$ cat src/rtl/serial_adder_ctrl.sv
// Bit-serial adder: one full_adder_verilog cell fed LSB first, carry held in a flop.
// Define SERIAL_ADDER_OVF_EN to add the o_Overflow (signed overflow) output.

module full_adder_verilog (
    input  logic i_A,
    input  logic i_B,
    input  logic i_Cin,
    output logic o_Sum,
    output logic o_Cout
);
    assign o_Sum  = i_A ^ i_B ^ i_Cin;
    assign o_Cout = (i_A & i_B) | (i_Cin & (i_A ^ i_B));
endmodule

module serial_adder_ctrl #(
    parameter int WIDTH = 8
) (
    input  logic             i_Clk,
    input  logic             i_Rst,
    input  logic             i_Start,
    input  logic [WIDTH-1:0] i_A,
    input  logic [WIDTH-1:0] i_B,
    input  logic             i_Cin,
    output logic             o_Busy,
    output logic             o_Done,
    output logic [WIDTH-1:0] o_Sum,
    output logic             o_Cout
`ifdef SERIAL_ADDER_OVF_EN
    ,
    output logic             o_Overflow
`endif
);
    localparam int CW = $clog2(WIDTH);
    localparam logic [CW-1:0] LAST = CW'(WIDTH - 1);

    localparam logic [1:0] S_IDLE  = 2'd0;
    localparam logic [1:0] S_SHIFT = 2'd1;
    localparam logic [1:0] S_DONE  = 2'd2;

    logic [1:0]       state;
    logic [WIDTH-1:0] a_sr;
    logic [WIDTH-1:0] b_sr;
    // Partial sum keeps only the upper WIDTH-1 bits; the newest bit arrives via fa_sum.
    logic [WIDTH-2:0] s_sr;
    logic             c_ff;
    logic [CW-1:0]    cnt;
    logic             fa_sum;
    logic             fa_cout;
    logic [WIDTH-1:0] s_next;

    full_adder_verilog u_fa (
        .i_A    (a_sr[0]),
        .i_B    (b_sr[0]),
        .i_Cin  (c_ff),
        .o_Sum  (fa_sum),
        .o_Cout (fa_cout)
    );

    assign s_next = {fa_sum, s_sr};
    assign o_Busy = (state == S_SHIFT) || (state == S_DONE);
    assign o_Done = (state == S_DONE);

    always_ff @(posedge i_Clk or posedge i_Rst) begin
        if (i_Rst) begin
            state  <= S_IDLE;
            a_sr   <= '0;
            b_sr   <= '0;
            s_sr   <= '0;
            c_ff   <= 1'b0;
            cnt    <= '0;
            o_Sum  <= '0;
            o_Cout <= 1'b0;
`ifdef SERIAL_ADDER_OVF_EN
            o_Overflow <= 1'b0;
`endif
        end else begin
            unique case (state)
                S_IDLE: begin
                    if (i_Start) begin
                        a_sr  <= i_A;
                        b_sr  <= i_B;
                        c_ff  <= i_Cin;
                        cnt   <= '0;
                        state <= S_SHIFT;
                    end
                end
                S_SHIFT: begin
                    a_sr <= a_sr >> 1;
                    b_sr <= b_sr >> 1;
                    s_sr <= s_next[WIDTH-1:1];
                    c_ff <= fa_cout;
                    if (cnt == LAST) begin
                        o_Sum  <= s_next;
                        o_Cout <= fa_cout;
`ifdef SERIAL_ADDER_OVF_EN
                        o_Overflow <= c_ff ^ fa_cout;
`endif
                        state  <= S_DONE;
                    end else begin
                        cnt <= cnt + 1'b1;
                    end
                end
                S_DONE: begin
                    state <= S_IDLE;
                end
                default: begin
                    state <= S_IDLE;
                end
            endcase
        end
    end
endmodule

$ cat config.mk
export PLATFORM = sky130hd
export DESIGN_NAME = serial_adder_ctrl
export DESIGN_NICKNAME = d
export VERILOG_FILES = /design/src/rtl/serial_adder_ctrl.sv
export SDC_FILE = /design/constraint.sdc
export NUM_CORES = 1
export LEC_CHECK = 0
export CORE_MARGIN = 2
export CORE_UTILIZATION = 35
export CTS_BUF_LIST = sky130_fd_sc_hd__clkbuf_8
export CTS_CLUSTER_DIAMETER = 50
export DETAILED_ROUTE_END_ITERATION = 10
export GPL_TIMING_DRIVEN = 0
export PLACE_DENSITY = 0.68
export SYNTH_ARGS = -nofsm -noshare
export SYNTH_HDL_FRONTEND = slang
export SYNTH_SLANG_ARGS = --single-unit
$ cat constraint.sdc
create_clock -name i_Clk -period 2.1 [get_ports i_Clk]
set_input_delay 0.525 -clock i_Clk [delete_from_list [all_inputs] [get_ports i_Clk]]
set_output_delay 0.525 -clock i_Clk [all_outputs]
set_load 0.05 [all_outputs]
==> flow_summary.ini <==
[placement]
io_buffers = 30
place_area_um2 = 2142
gp_congestion = 0.7415
dp_hpwl_um = 2358
dp_cells = 238

[synth]
syn_area_um2 = 1758
yosysTopAreaCellShare = 0.5409
netlist_instances = 141
synth.avg_cell_area_um2 = 12.47
synth_area_leaders = dfrtp_1, mux2_2, mux2i_1, ha_1, nand2_1
ys_seq_area_frac = 0.5409
ys_types = 22
ys_warn_count = 0
syn_nets = 169
synth.ff_latch_count = 38
synth_top_cell_by_area = dfrtp_1

[layout]
fillerInstances = 443
ff_latch_area_um2 = 950.9
drive_gt1_frac = 0.2235
design_area_um2 = 2230
diodes = 0
syn_to_final_growth_pct = 26.83
multiInputGateArea_um2 = 738.2
fin_cells = 246
nNetsFinal = 206

[sta]
drv_slew = 0
fin_crit_ns = 2.001
hold_violations = 0
grt_setup_unrepaired = false
skew_ns = 0.006439
period_share = 0.9527
fmax_mhz = 499.8
slew_headroom = 0.4820
setup_viol = 0
worst_pin_slew_ns = 0.7759

[worst_setup_path]
worst-path-buf-inv = 2
timing.rr.start = state[0]$_DFFE_PP0P_
worst_setup_path_start_kind = register
endpoint = o_Busy
r2r_end = b_sr[7]$_DFFE_PP0P_
max_stage_delay_ns = 0.40
critical_path_class = reg -> out
r2r_slack_ns = 0.32
crit_chain = inv_1 > ha_1 > clkdlybuf4s15_2
critPathSlowestCell = dfrtp_1
crit_arrival_ns = 1.48
endpoint_kind = output port
path_max_fanout = 4
cpLargestDelayFamily = buffers and inverters
reg2reg_depth = 5
crit_required_ns = 1.57
crit_cells = 3
crit_start = state[0]$_DFFE_PP0P_

[drt]
via_per_inst = 4.650
drc = 0
vias = 1144
wl_per_cell_um = 13.11
first_pass_iters = 4
final_antenna_net_count = 0
drt_iter0_drc = 47
wirelength_um = 3224

[clock_network]
clock_path_buffers = 2
cts_made_buffers = 5
cts_num_sinks = 38
clock-root-buffer = clkbuf_8
clkTransAtPathRegs_ns = 0.07
cts_tree = done
htree_levels = 2
clock_latency_ns = 0.29

[floorplanning]
die_area_um2 = 5606
die_x_um = 74.87
num_rows = 25
initial_utilization = 0.3673
die_y_um = 74.87
core_region_area_um2 = 4786
ios = 31

[hold_path]
min_path_type = reg -> reg

[grt]
grt_start_max_net_pins = 39
grt_overflow = 0
track_usage = 0.1344
antenna_found_initial = 0
grt_pass1_wl_um = 5540
grt_pass1_vias = 1209

[pwr]
p_per_area_nw_per_um2 = 1508
vdd_drop_max_mv = 0.5568
p_leak_nw = 1.038

[run]
cap_violations = 0

[status]
status = finished clean
## tightest hold or removal path, cell delays in order, from the launching register on
cell     delay (ns)
dfrtp_1        0.35
nand2_1        0.05
o21ai_1        0.06
## cell usage after synthesis (all sizes together)
master / n
a21oi: 1
and2b: 1
o21a: 1
nand2: 20
nor2b: 1
mux2i: 18
dfrtp: 38
inv: 6
fa: 1
mux2: 18
nand2b: 2
nor2: 1
a211oi: 1
buf: 7
o21ai: 18
ha: 7
## per-layer routing
layer,global-route usage,part of all wire
met1,0.1674,0.47
met2,0.2135,0.46
met3,0.04016,0.050
met4,0.06548,0.020
met5,0,0
## cells by family after synthesis
group / synth area share
and+or+nand+nor: 0.06691
muxes: 0.2221
adders and majority gates: 0.06121
AOI/OAI and AO/OA: 0.06975
buffers and inverters: 0.03914
DFF: 0.5409
## sequential cells by signal (all words and copies together), names as in the netlist
signal  flops
s_sr        7
o_Sum       8
a_sr        8
state       2
o_Cout      1
b_sr        8
cnt         3
c_ff        1
## placed cells by master, fill, tap and decap left out
cell             instances
o21ai_0                  5
o21a_1                   1
dfrtp_1                 38
fa_1                     1
a21oi_1                  1
clkbuf_2                 1
nor2_4                   1
nor2b_1                  1
mux2_2                  17
inv_1                    6
inv_2                    1
mux2i_1                 17
clkdlybuf4s15_2          1
a211oi_4                 1
nand2_1                 19
mux2i_2                  1
clkbuf_8                 6
buf_4                    2
buf_2                    4
nand2b_1                 2
o21ai_1                 13
mux2_4                   1
and2b_4                  1
clkinv_2                 1
ha_1                     7
buf_6                    1
clkdlybuf4s50_1         28
nand2_2                  1
## worst min-delay path by stage
stage / slack [ns] / cells after the start / from / to
final: 0.49 / 2 / a_sr[1]$_DFFE_PP0P_ / a_sr[1]$_DFFE_PP0P_
after global routing: 0.52 / 2 / a_sr[1]$_DFFE_PP0P_ / a_sr[1]$_DFFE_PP0P_
after CTS: 0.49 / 2 / a_sr[1]$_DFFE_PP0P_ / a_sr[1]$_DFFE_PP0P_
after detailed placement: 0.48 / 2 / a_sr[1]$_DFFE_PP0P_ / a_sr[1]$_DFFE_PP0P_
after global placement: 0.47 / 2 / b_sr[5]$_DFFE_PP0P_ / b_sr[5]$_DFFE_PP0P_
after floorplan: 0.45 / 2 / a_sr[5]$_DFFE_PP0P_ / a_sr[5]$_DFFE_PP0P_
## stage by stage
step	setup TNS [ns]	setup WS (ns)	hold slack [ns]	utilization	total power [mW]
floorplan	0	0.5363	0.4496	-	2.459
global placement	-1.348	-0.03661	0.4680	0.4476	2.799
detailed placement	-5.750	-0.1524	0.4751	0.4476	2.886
CTS	0	0.03353	0.4908	0.4667	3.407
global route	0	0.05091	0.5220	0.4659	3.612
finish	0	0.09931	0.4875	0.4659	3.363
## where the power goes
part,switching (mW),internal [mW],total (mW)
clock network,0.254,0.260,0.514
registers,0.184,1.06,1.24
logic,0.876,0.731,1.61
## final cells by class
class | instances | area share
clock inverters | 2 | 0.003928
flip-flops and latches | 38 | 0.4265
well taps | 67 | 0.03760
plain buffers | 7 | 0.02076
multi-input cells | 90 | 0.3311
clock buffers | 6 | 0.03704
inverters | 6 | 0.01010
repair buffers | 30 | 0.1330
## what timing repair did
item	CTS	global route
hold buffers	0	0
buffers inserted	0	0
resized for setup	4	2
setup endpoints to repair	2	1
pin swaps	0	0
cloned	0	0
Power figures use the tool's default switching activity.
